## src/rtl/emif_axi_rd_limiter.sv

```systemverilog
// AXI read-burst limiter in front of an EMIF: registers AR requests, issues them only while
// in-flight bursts are below MAX_OUTSTANDING, and passes the R channel straight through.
module emif_axi_rd_limiter #(
  parameter int unsigned ID_WIDTH        = 9,
  parameter int unsigned ADDR_WIDTH      = 32,
  parameter int unsigned LEN_WIDTH       = 8,
  parameter int unsigned DATA_WIDTH      = 512,
  parameter int unsigned USER_WIDTH      = 1,
  parameter int unsigned MAX_OUTSTANDING = 16
) (
  input  logic                                   clk,
  input  logic                                   rst,
  // Upstream AR
  input  logic                                   s_arvalid,
  output logic                                   s_arready,
  input  logic [ID_WIDTH-1:0]                    s_arid,
  input  logic [ADDR_WIDTH-1:0]                  s_araddr,
  input  logic [LEN_WIDTH-1:0]                   s_arlen,
  input  logic [2:0]                             s_arsize,
  input  logic [1:0]                             s_arburst,
  input  logic [USER_WIDTH-1:0]                  s_aruser,
  // Downstream AR
  output logic                                   m_arvalid,
  input  logic                                   m_arready,
  output logic [ID_WIDTH-1:0]                    m_arid,
  output logic [ADDR_WIDTH-1:0]                  m_araddr,
  output logic [LEN_WIDTH-1:0]                   m_arlen,
  output logic [2:0]                             m_arsize,
  output logic [1:0]                             m_arburst,
  output logic [USER_WIDTH-1:0]                  m_aruser,
  // Downstream R
  input  logic                                   m_rvalid,
  output logic                                   m_rready,
  input  logic [ID_WIDTH-1:0]                    m_rid,
  input  logic [DATA_WIDTH-1:0]                  m_rdata,
  input  logic [1:0]                             m_rresp,
  input  logic                                   m_rlast,
  input  logic [USER_WIDTH-1:0]                  m_ruser,
  // Upstream R
  output logic                                   s_rvalid,
  input  logic                                   s_rready,
  output logic [ID_WIDTH-1:0]                    s_rid,
  output logic [DATA_WIDTH-1:0]                  s_rdata,
  output logic [1:0]                             s_rresp,
  output logic                                   s_rlast,
  output logic [USER_WIDTH-1:0]                  s_ruser,
  // Status
  output logic [$clog2(MAX_OUTSTANDING+1)-1:0]   outstanding,
  output logic                                   err_underflow
);

  localparam int unsigned CntW = $clog2(MAX_OUTSTANDING + 1);
  localparam logic [CntW-1:0] MaxCnt = CntW'(MAX_OUTSTANDING);

  logic                  ar_full_q, ar_full_d;
  logic [ID_WIDTH-1:0]   arid_q, arid_d;
  logic [ADDR_WIDTH-1:0] araddr_q, araddr_d;
  logic [LEN_WIDTH-1:0]  arlen_q, arlen_d;
  logic [2:0]            arsize_q, arsize_d;
  logic [1:0]            arburst_q, arburst_d;
  logic [USER_WIDTH-1:0] aruser_q, aruser_d;
  logic [CntW-1:0]       cnt_q, cnt_d;
  logic                  err_q, err_d;

  logic ar_up_hs, ar_dn_hs, r_last_hs;

  // Both ready/valid outputs are forced low during reset so the EMIF sees nothing stale.
  assign m_arvalid = !rst && ar_full_q && (cnt_q < MaxCnt);
  assign s_arready = !rst && (!ar_full_q || (m_arvalid && m_arready));
  assign ar_dn_hs  = m_arvalid && m_arready;
  assign ar_up_hs  = s_arvalid && s_arready;
  assign r_last_hs = m_rvalid && s_rready && m_rlast;

  assign m_arid    = arid_q;
  assign m_araddr  = araddr_q;
  assign m_arlen   = arlen_q;
  assign m_arsize  = arsize_q;
  assign m_arburst = arburst_q;
  assign m_aruser  = aruser_q;

  assign s_rvalid = m_rvalid;
  assign s_rid    = m_rid;
  assign s_rdata  = m_rdata;
  assign s_rresp  = m_rresp;
  assign s_rlast  = m_rlast;
  assign s_ruser  = m_ruser;
  assign m_rready = s_rready;

  assign outstanding   = cnt_q;
  assign err_underflow = err_q;

  always_comb begin
    ar_full_d = ar_full_q;
    arid_d    = arid_q;
    araddr_d  = araddr_q;
    arlen_d   = arlen_q;
    arsize_d  = arsize_q;
    arburst_d = arburst_q;
    aruser_d  = aruser_q;
    if (ar_up_hs) begin
      ar_full_d = 1'b1;
      arid_d    = s_arid;
      araddr_d  = s_araddr;
      arlen_d   = s_arlen;
      arsize_d  = s_arsize;
      arburst_d = s_arburst;
      aruser_d  = s_aruser;
    end else if (ar_dn_hs) begin
      ar_full_d = 1'b0;
    end
  end

  always_comb begin
    cnt_d = cnt_q;
    err_d = err_q;
    case ({ar_dn_hs, r_last_hs})
      2'b10: cnt_d = cnt_q + 1'b1;
      2'b01: begin
        // A burst completing with nothing in flight is a protocol error; hold at zero.
        if (cnt_q == '0) err_d = 1'b1;
        else             cnt_d = cnt_q - 1'b1;
      end
      default: cnt_d = cnt_q;
    endcase
  end

  always_ff @(posedge clk) begin
    if (rst) begin
      ar_full_q <= 1'b0;
      cnt_q     <= '0;
      err_q     <= 1'b0;
    end else begin
      ar_full_q <= ar_full_d;
      cnt_q     <= cnt_d;
      err_q     <= err_d;
    end
  end

  // Payload needs no reset: it is only observed while ar_full_q is set.
  always_ff @(posedge clk) begin
    arid_q    <= arid_d;
    araddr_q  <= araddr_d;
    arlen_q   <= arlen_d;
    arsize_q  <= arsize_d;
    arburst_q <= arburst_d;
    aruser_q  <= aruser_d;
  end

endmodule

```

## config.mk

```make
export PLATFORM = sky130hd
export DESIGN_NAME = emif_axi_rd_limiter
export DESIGN_NICKNAME = d
export VERILOG_FILES = /design/src/rtl/emif_axi_rd_limiter.sv
export SDC_FILE = /design/constraint.sdc
export NUM_CORES = 1
export LEC_CHECK = 0
export CAP_MARGIN = 10
export CORE_AREA = 2 2 453 455
export DETAILED_ROUTE_END_ITERATION = 8
export DIE_AREA = 0 0 455 457
export PLACE_DENSITY = 0.3
export SLEW_MARGIN = 20
export SYNTH_ARGS = -nofsm -noshare
export SYNTH_HDL_FRONTEND = slang
export SYNTH_SLANG_ARGS = --single-unit
```

## constraint.sdc

```tcl
create_clock -name clk -period 3.21 [get_ports clk]
set_input_delay 0.321 -clock clk [delete_from_list [all_inputs] [get_ports clk]]
set_output_delay 0.321 -clock clk [all_outputs]
set_load 0.01 [all_outputs]
```

==> results.json, run 1 <==
{
  "area_growth_pct": 16.0,
  "grt_max_degree": 56,
  "place_congestion": 0.760,
  "power_mw": 2.18,
  "insertion_delay_ns": 0.38,
  "vias": 3015,
  "slew_headroom": 0.712,
  "crit_type": "primary input to register",
  "path_cells": "clkdlybuf4s50_1 > nand3_2 > nand2b_1 > xnor2_1 > ha_1 > nor4_1 > a21oi_1 > or3_1 > a21oi_1",
  "cts.repair.resized": 0,
  "whs_ns": 0.494,
  "antenna_found_initial": 6,
  "hpwl_um": 143000,
  "fin_setup_tns_ns": 0,
  "fmax_mhz": 449,
  "place_ws_ns": 0.609,
  "postSynthAreaPerCell_sq_um": 9.54,
  "cp.required_ns": 3.53,
  "grtUsageTotal": 0.136,
  "routedWlPerCell_um": 50.0,
  "die_height_um": 457,
  "syn_nets": 1226,
  "boundaryPins": 1176,
  "power.leakage_nw": 1.31,
  "cts_hold_buf": 0,
  "postRouteAntennaNets": 0,
  "cp-end-kind": "register",
  "synth_cell_type_count": 29,
  "clkSinkCount": 62,
  "finalSetupViolations": 0,
  "place_area_sq_um": 6770,
  "cts_tree": "yes",
  "drt-initial-drc-count": 154,
  "clkTransAtPathRegs_ns": 0.07,
  "cts_setup_buffers": 0,
  "num_rows": 166,
  "synth_cells": 638,
  "vdd_drop_max_mv": 0.201,
  "fin_skew_ns": 0.0102,
  "dieWidth_um": 455,
  "critical_path_arrival_ns": 2.54,
  "worst-slew-pin-transition_ns": 0.428,
  "grt_pass1_vias": 2896,
  "dieArea_sq_um": 208000,
  "cpPeakStageDelay_ns": 0.49,
  "start_kind": "primary input",
  "nets": 837,
  "syn-cell-area_sq_um": 6090,
  "yosysWarnings": 0,
  "cap_violations": 0,
  "final.min_clock_period_ns": 2.23,
  "seq_area_frac_synth": 0.294,
  "layout-drive-gt1-share": 0.0984,
  "critical-path-top-delay-family": "simple AND/OR/NAND/NOR gates",
  "synth_seq_cells": 62,
  "io_buffers": 127,
  "cp_max_fo": 7,
  "drt_pass1_iterations": 4,
  "overflow": 0,
  "drc_errors": 0,
  "hold_class": "primary input to register",
  "post-route-period-util": 0.694,
  "cts-root-buf": "clkbuf_16",
  "maxSlewViolCount": 0,
  "cp_num_buf_inv": 1,
  "vias_per_cell": 1.02,
  "clockBufferDepth": 2,
  "cellPowerDensity_nw_per_um2": 308,
  "grt_first_pass_wirelength_um": 154000,
  "finalWirelength_um": 147000,
  "rsz0062_at_grt": "false",
  "core_area_sq_um": 203000,
  "fin_area_sq_um": 7060,
  "timing.final.ws_setup_ns": 0.983,
  "slowest_stage": "clkdlybuf4s50_1",
  "final_hold_viol_count": 0,
  "cts_max_level": 3,
  "cts_made_buffers": 9,
  "filler_cell_count": 24100,
  "crit_path_frequent_cell": "a21oi_1",
  "status": "completed",
  "start_util": 0.0299
}
==> report_power, final <==
group          internal, mW  switching (mW)  leakage [nW]
logic                 0.134          0.0911         0.611
registers             0.916          0.0152         0.567
clock network         0.541           0.479         0.137
total                  1.59           0.586          1.31
==> kinds of logic (layout without fill, tap and decap cells) <==
group	after synthesis	count (layout)	share of synthesized area
flip-flops	62	62	0.294
AND/OR/NAND/NOR	23	23	0.0249
AO/OA/AOI/OAI	18	18	0.0181
XOR/XNOR	3	3	0.00432
other	0	1	0
adder cells (fa/ha/maj)	2	2	0.00411
buffers and inverters	530	146	0.654
==> path summary, 6_finish.rpt <==
path,from,endpoint,slack (ns),cells past startpoint
worst min-delay path,s_arid[2],m_arid[2]$_DFFE_PP_,0.49,1
worst max-delay path,m_rvalid,outstanding[2]$_SDFFE_PP0P_,0.98,9
worst min register to register,err_underflow$_SDFFE_PP0P_,err_underflow$_SDFFE_PP0P_,0.50,2
worst max register to register,outstanding[4]$_SDFFE_PP0P_,outstanding[2]$_SDFFE_PP0P_,1.01,8
==> placed cells by master, fill, tap and decap left out, types with 2 or more instances in the layout <==
cell / instances
nor4_1: 3
nor2_1: 6
nor3b_1: 2
xnor2_1: 2
nand2_1: 4
clkbuf_16: 9
inv_6: 3
clkdlybuf4s50_1: 127
o21ai_0: 2
ha_1: 2
inv_8: 2
a21oi_1: 9
edfxtp_1: 55
dfxtp_1: 7
clkinvlp_4: 2
==> state kept, by name, summed over array words and instances, names as in the netlist <==
signal / count
m_aruser: 1
m_arsize: 3
m_arid: 9
err_underflow: 1
ar_full_q: 1
m_arlen: 8
m_araddr: 32
m_arburst: 2
outstanding: 5
==> worst reg2reg max path, cell delays in order, from the launching register on <==
cell	delay [ns]
dfxtp_1	0.48
nand4bb_2	0.21
nand2b_1	0.21
xnor2_1	0.19
ha_1	0.25
nor4_1	0.27
a21oi_1	0.07
or3_1	0.33
a21oi_1	0.14
==> area by class of cell <==
class | count | area [sq um] | area share
inverters | 1 | 3.75 | 0.000531
multi-input cells | 46 | 314 | 0.0445
clock buffers | 9 | 225 | 0.0319
clock inverters | 7 | 63.8 | 0.00903
well taps | 2688 | 3360 | 0.476
repair buffers | 129 | 1300 | 0.184
diodes | 1 | 2.50 | 0.000354
flip-flops and latches | 62 | 1790 | 0.254
==> synthesized netlist by cell type, drive strengths merged <==
| master | instances | share of area |
|---|---|---|
| nor3b | 2 | 0.0025 |
| or3 | 1 | 0.0010 |
| or2 | 1 | 0.0010 |
| buf | 529 | 0.65 |
| o21a | 1 | 0.0012 |
| nand4bb | 1 | 0.0027 |
| xnor2 | 2 | 0.0029 |
| dfxtp | 7 | 0.023 |
| nand2 | 4 | 0.0025 |
| a22oi | 1 | 0.0012 |
| a31oi | 1 | 0.0010 |
| and4bb | 1 | 0.0027 |
| nor4 | 4 | 0.0051 |
| xor2 | 1 | 0.0014 |
| a21oi | 9 | 0.0074 |
| a211oi | 1 | 0.0012 |
| inv | 1 | 0.00062 |
| nor2 | 6 | 0.0037 |
| and2 | 1 | 0.0010 |
| nand2b | 1 | 0.0010 |
| o2bb2ai | 1 | 0.0014 |
| a311oi | 1 | 0.0014 |
| nand3 | 1 | 0.0016 |
| edfxtp | 55 | 0.27 |
| ha | 2 | 0.0041 |
| o21ai | 3 | 0.0031 |
==> metrics by stage <==
step,util,cells
finish,0.0347,2943
global route,0.0347,2942
CTS,0.0347,2942
detailed placement,0.0333,2926
global placement,0.0333,2926
floorplan,-,638
==> routing by layer <==
layer  wire length (um)  vias to the layer above  GRT usage
li1                   -                      714          -
met1               8030                      943     0.0205
met2              71000                     1222      0.232
met3              64500                      132      0.281
met4               3330                        4     0.0291
met5                356                        -     0.0124
Note: power is estimated with default switching activity, not from simulation.
==> inputs of run 2 (changes only) <==
--- a/config.mk
+++ b/config.mk
@@ -6,9 +6,9 @@
 export NUM_CORES = 1
 export LEC_CHECK = 0
 export CAP_MARGIN = 10
-export CORE_AREA = 2 2 453 455
+export CORE_AREA = 2 2 463 465
 export DETAILED_ROUTE_END_ITERATION = 8
-export DIE_AREA = 0 0 455 457
+export DIE_AREA = 0 0 465 467
 export PLACE_DENSITY = 0.3
 export SLEW_MARGIN = 20
 export SYNTH_ARGS = -nofsm -noshare
==> constraint.sdc (replaced) <==
create_clock -name clk -period 1.95 [get_ports clk]
set_input_delay 0.195 -clock clk [delete_from_list [all_inputs] [get_ports clk]]
set_output_delay 0.195 -clock clk [all_outputs]
set_load 0.01 [all_outputs]
==> run 2 against run 1 <==
Hold slack worse by 0.13 ns. Critical endpoint unchanged. Clock power is 66% higher. Total power is 67% higher. First-iteration DRC count is 37% higher. Critical path type is now register to register. Clock-buffer cell count is 1 higher. Die area is 4.4% higher.
==> results.json, run 2 (same netlist as run 1, synthesis figures left out) <==
{
  "status": "completed",
  "vdd_drop_max_mv": 0.306,
  "final.min_clock_period_ns": 1.85,
  "start_kind": "register",
  "cp.required_ns": 2.26,
  "cap_violations": 0,
  "cp-end-kind": "register",
  "place_congestion": 0.754,
  "antenna_cells": 0,
  "cts_setup_buffers": 0,
  "grt_pass1_vias": 2915,
  "startpoint": "outstanding[1]$_SDFFE_PP0P_",
  "worst-slew-pin-transition_ns": 0.495,
  "drt_pass1_iterations": 4,
  "post-route-period-util": 0.947,
  "cts_tree": "yes",
  "fin_skew_ns": 0.00979,
  "highest_layer": "met5",
  "cp_max_fo": 7,
  "cts_made_buffers": 9,
  "final_cell_mix": "126 x clkdlybuf4s50_1, 55 x edfxtp_1, 16 x buf_4",
  "critical_path_arrival_ns": 2.16,
  "largest_reg_flops": 32,
  "dr_wl_met2_um": 76700,
  "cts-root-buf": "clkbuf_16",
  "slowest_stage": "dfxtp_1",
  "final_hold_viol_count": 0,
  "cp_num_buf_inv": 2,
  "drt-initial-drc-count": 211,
  "core_area_sq_um": 212000,
  "critical-path-top-delay-family": "flip-flops",
  "filler_cell_count": 25000,
  "clkTransAtPathRegs_ns": 0.06,
  "fmax_mhz": 542,
  "routedWlPerCell_um": 51.7,
  "die_height_um": 467,
  "io_buffers": 127,
  "dieArea_sq_um": 217000,
  "boundaryPins": 1176,
  "m1WireLength_um": 10600,
  "fin_util": 0.0350,
  "layout-drive-gt1-share": 0.178,
  "path_cells": "xnor2_1 > ha_2 > buf_6 > buf_4 > a21oi_1 > or3_1 > a21oi_2",
  "dieWidth_um": 465,
  "num_rows": 169,
  "routed-wl-met3_um": 68700,
  "insertion_delay_ns": 0.38,
  "grtUsageTotal": 0.142,
  "finalWirelength_um": 160000,
  "cts_max_level": 3,
  "antenna_found_initial": 4,
  "vias": 3120,
  "start_util": 0.0288,
  "ff2ff_setup_slack_ns": 0.10,
  "nets": 853,
  "slew_headroom": 0.669,
  "cts_hold_buf": 0,
  "drc_errors": 0,
  "overflow": 0,
  "r2r-start": "outstanding[1]$_SDFFE_PP0P_",
  "grt_first_pass_wirelength_um": 168000,
  "clockBufferDepth": 2,
  "crit_type": "register to register",
  "rsz0062_at_grt": "false",
  "grt_max_degree": 32,
  "finalSetupViolations": 0,
  "area_growth_pct": 21.7,
  "power_mw": 3.64,
  "cpPeakStageDelay_ns": 0.57,
  "cellPowerDensity_nw_per_um2": 491,
  "maxSlewViolCount": 0,
  "worstHoldStart": "s_araddr[9]",
  "clkSinkCount": 62,
  "whs_ns": 0.365,
  "postRouteAntennaNets": 0,
  "vias_per_cell": 1.01,
  "hold_class": "primary input to register",
  "fin_setup_tns_ns": 0,
  "hpwl_um": 156000,
  "power.leakage_nw": 1.41,
  "final_common_cell": "clkdlybuf4s50_1"
}
==> run 2: final timing paths <==
kind,end,cells after the start
min,m_araddr[9]$_DFFE_PP_,1
max,outstanding[2]$_SDFFE_PP0P_,7
min reg2reg,err_underflow$_SDFFE_PP0P_,2
max reg2reg,outstanding[2]$_SDFFE_PP0P_,7
==> run 2: timing repair <==
action | 4_1_cts | 5_1_grt
resized for setup | 1 | 10
pin swaps | 0 | 7
endpoints found under the setup margin | 1 | 2
==> run 2: cell type report <==
type / instances / area (sq um) / share of cell area
tap: 2821 / 3530 / 0.476
sequential: 62 / 1790 / 0.242
inverter: 1 / 3.75 / 0.000507
timing repair buffer: 145 / 1420 / 0.192
clock inverter: 6 / 62.6 / 0.00844
multi-input combinational: 46 / 370 / 0.0500
clock buffer: 10 / 229 / 0.0309
==> run 2: where the power goes <==
group / switching (mW) / leakage, nW / internal (mW)
Sequential: 0.0306 / 0.567 / 1.51
Combinational: 0.165 / 0.712 / 0.243
Clock: 0.710 / 0.134 / 0.983
Total: 0.906 / 1.41 / 2.74
==> run 2: layer usage <==
metal / up-vias / track usage
met4: 16 / 0.0266
li1: 742 / -
met2: 1209 / 0.240
met3: 153 / 0.288
met5: - / 0.0250
met1: 1000 / 0.0260
==> run 2: metrics by stage <==
stage,cell area (sq um),std cells,setup WS (ns)
global route,7410,3091,0.00362
CTS,7350,3091,0.0163
finish,7410,3091,0.104
detailed placement,7060,3075,-0.294
global placement,7060,3075,-0.311
floorplan,6090,638,0.0666
==> inputs of run 3 (changes only) <==
--- a/config.mk
+++ b/config.mk
@@ -10,6 +10,7 @@
 export DETAILED_ROUTE_END_ITERATION = 8
 export DIE_AREA = 0 0 465 467
 export PLACE_DENSITY = 0.3
+export SKIP_CTS_REPAIR_TIMING = 1
 export SLEW_MARGIN = 20
 export SYNTH_ARGS = -nofsm -noshare
 export SYNTH_HDL_FRONTEND = slang
==> run 3 against run 2 <==
Via count is 0.48% higher. Total power is essentially flat. Utilization barely moved. Wire length is essentially flat. Hold slack about the same. Clock power about the same. Non-clock buffer count stayed put. Sequential share of layout area barely moved. Combinational power about the same. Die area unchanged. Final area shrank 0.10%. Global-route usage unchanged. Largest cell class unchanged. Critical path type is now primary input to register.
==> results.json, run 3 (same netlist as run 1, synthesis figures left out) <==
{
  "post-route-period-util": 0.951,
  "area_growth_pct": 21.6,
  "clkTransAtPathRegs_ns": 0.06,
  "cap_violations": 0,
  "clkSinkCount": 62,
  "maxSlewViolCount": 0,
  "insertion_delay_ns": 0.38,
  "grt_max_degree": 32,
  "stdcell_count": 3091,
  "final_common_cell": "clkdlybuf4s50_1",
  "crit_type": "primary input to register",
  "fmax_mhz": 539,
  "cellPowerDensity_nw_per_um2": 492,
  "layout-drive-gt1-share": 0.170,
  "final_hold_viol_count": 0,
  "postRouteAntennaNets": 0,
  "worst-slew-pin-transition_ns": 0.495,
  "grtUsageTotal": 0.142,
  "die_height_um": 467,
  "power_mw": 3.64,
  "critical-path-top-delay-family": "buffers and inverters",
  "finalSetupViolations": 0,
  "crit_path_frequent_cell": "a21oi_1",
  "start_kind": "primary input",
  "vdd_drop_max_mv": 0.306,
  "finalWirelength_um": 160000,
  "power.leakage_nw": 1.41,
  "cp_max_fo": 3,
  "fin_area_sq_um": 7400,
  "cts-root-buf": "clkbuf_16",
  "slew_headroom": 0.669,
  "status": "completed",
  "dieArea_sq_um": 217000,
  "cp.required_ns": 2.25,
  "core_area_sq_um": 212000,
  "hpwl_um": 156000,
  "drt-initial-drc-count": 230,
  "final_cell_mix": "126 x clkdlybuf4s50_1, 55 x edfxtp_1, 16 x buf_4",
  "cpPeakStageDelay_ns": 0.49,
  "seq_area_sq_um": 1790,
  "cp-end-kind": "register",
  "nets": 853,
  "drt_pass1_iterations": 4,
  "overflow": 0,
  "vias": 3135,
  "cts_tree": "yes",
  "cts_max_level": 3,
  "num_rows": 169,
  "dieWidth_um": 465,
  "hold_class": "primary input to register",
  "drc_errors": 0,
  "grt_first_pass_wirelength_um": 168000,
  "largest_reg_flops": 32,
  "routedWlPerCell_um": 51.7,
  "slowest_stage": "clkdlybuf4s50_1",
  "fin_setup_tns_ns": 0,
  "io_buffers": 127,
  "dp_cells": 3075,
  "fin_skew_ns": 0.00980,
  "vias_per_cell": 1.01,
  "filler_cell_count": 25000,
  "grt_pass1_vias": 2915,
  "antenna_found_initial": 4,
  "antenna_cells": 0,
  "place_congestion": 0.754,
  "start_util": 0.0288,
  "cts_made_buffers": 9,
  "fin_util": 0.0350,
  "final.min_clock_period_ns": 1.85,
  "cp_num_buf_inv": 3,
  "clockBufferDepth": 2,
  "multiInputGateArea_sq_um": 359,
  "place_area_sq_um": 7060,
  "critical_path_arrival_ns": 2.16,
  "boundaryPins": 1176,
  "path_cells": "clkdlybuf4s50_1 > nand3_2 > nand2b_1 > xnor2_1 > ha_2 > buf_6 > buf_4 > a21oi_1 > or3_1 > a21oi_1"
}
[run 3: area by class of cell]
type | count | area share
Clock buffer | 10 | 0.0309
Sequential cell | 62 | 0.242
Multi-Input combinational cell | 46 | 0.0485
Inverter | 1 | 0.000507
Clock inverter | 6 | 0.00845
Tap cell | 2821 | 0.477
Timing Repair Buffer | 145 | 0.193
[run 3: worst paths after layout]
check	to	depth (start not counted)	startpoint	slack (ns)
max	outstanding[2]$_SDFFE_PP0P_	10	m_rvalid	0.1
min	m_araddr[9]$_DFFE_PP_	1	s_araddr[9]	0.37
max reg2reg	outstanding[2]$_SDFFE_PP0P_	9	outstanding[4]$_SDFFE_PP0P_	0.1
min reg2reg	err_underflow$_SDFFE_PP0P_	2	err_underflow$_SDFFE_PP0P_	0.50
[run 3: worst reg2reg max path, cell delays in order, from the launching register on]
cell and delay, ns:
dfxtp_2 0.32, nand4bb_4 0.18, nand2b_1 0.14, xnor2_1 0.14, ha_2 0.27, buf_6 0.13
buf_4 0.09, a21oi_1 0.06, or3_1 0.30, a21oi_1 0.14
[run 3: stage by stage]
step | setup slack [ns] | hold slack (ns)
final | 0.0960 | 0.365
after global routing | -0.00669 | 0.354
after CTS | -0.142 | 0.328
after detailed placement | -0.294 | 0.390
after global placement | -0.311 | 0.390
after floorplan | 0.0666 | 0.294
[run 3: report_power, final]
| group | leakage (nW) | internal, mW | switching [mW] |
|---|---|---|---|
| clock | 0.134 | 0.983 | 0.712 |
| sequential | 0.567 | 1.51 | 0.0308 |
| combinational | 0.712 | 0.242 | 0.164 |
| total | 1.41 | 2.73 | 0.906 |
[run 3: metal layers]
metal  part of all wire  vias up  track usage  routed length (um)
li1                   -      742            -                   -
met1              0.064     1001       0.0260               10200
met2               0.48     1223        0.240               76600
met3               0.43      153        0.288               69100
met4              0.019       16       0.0266                3010
met5             0.0050        -       0.0250                 805
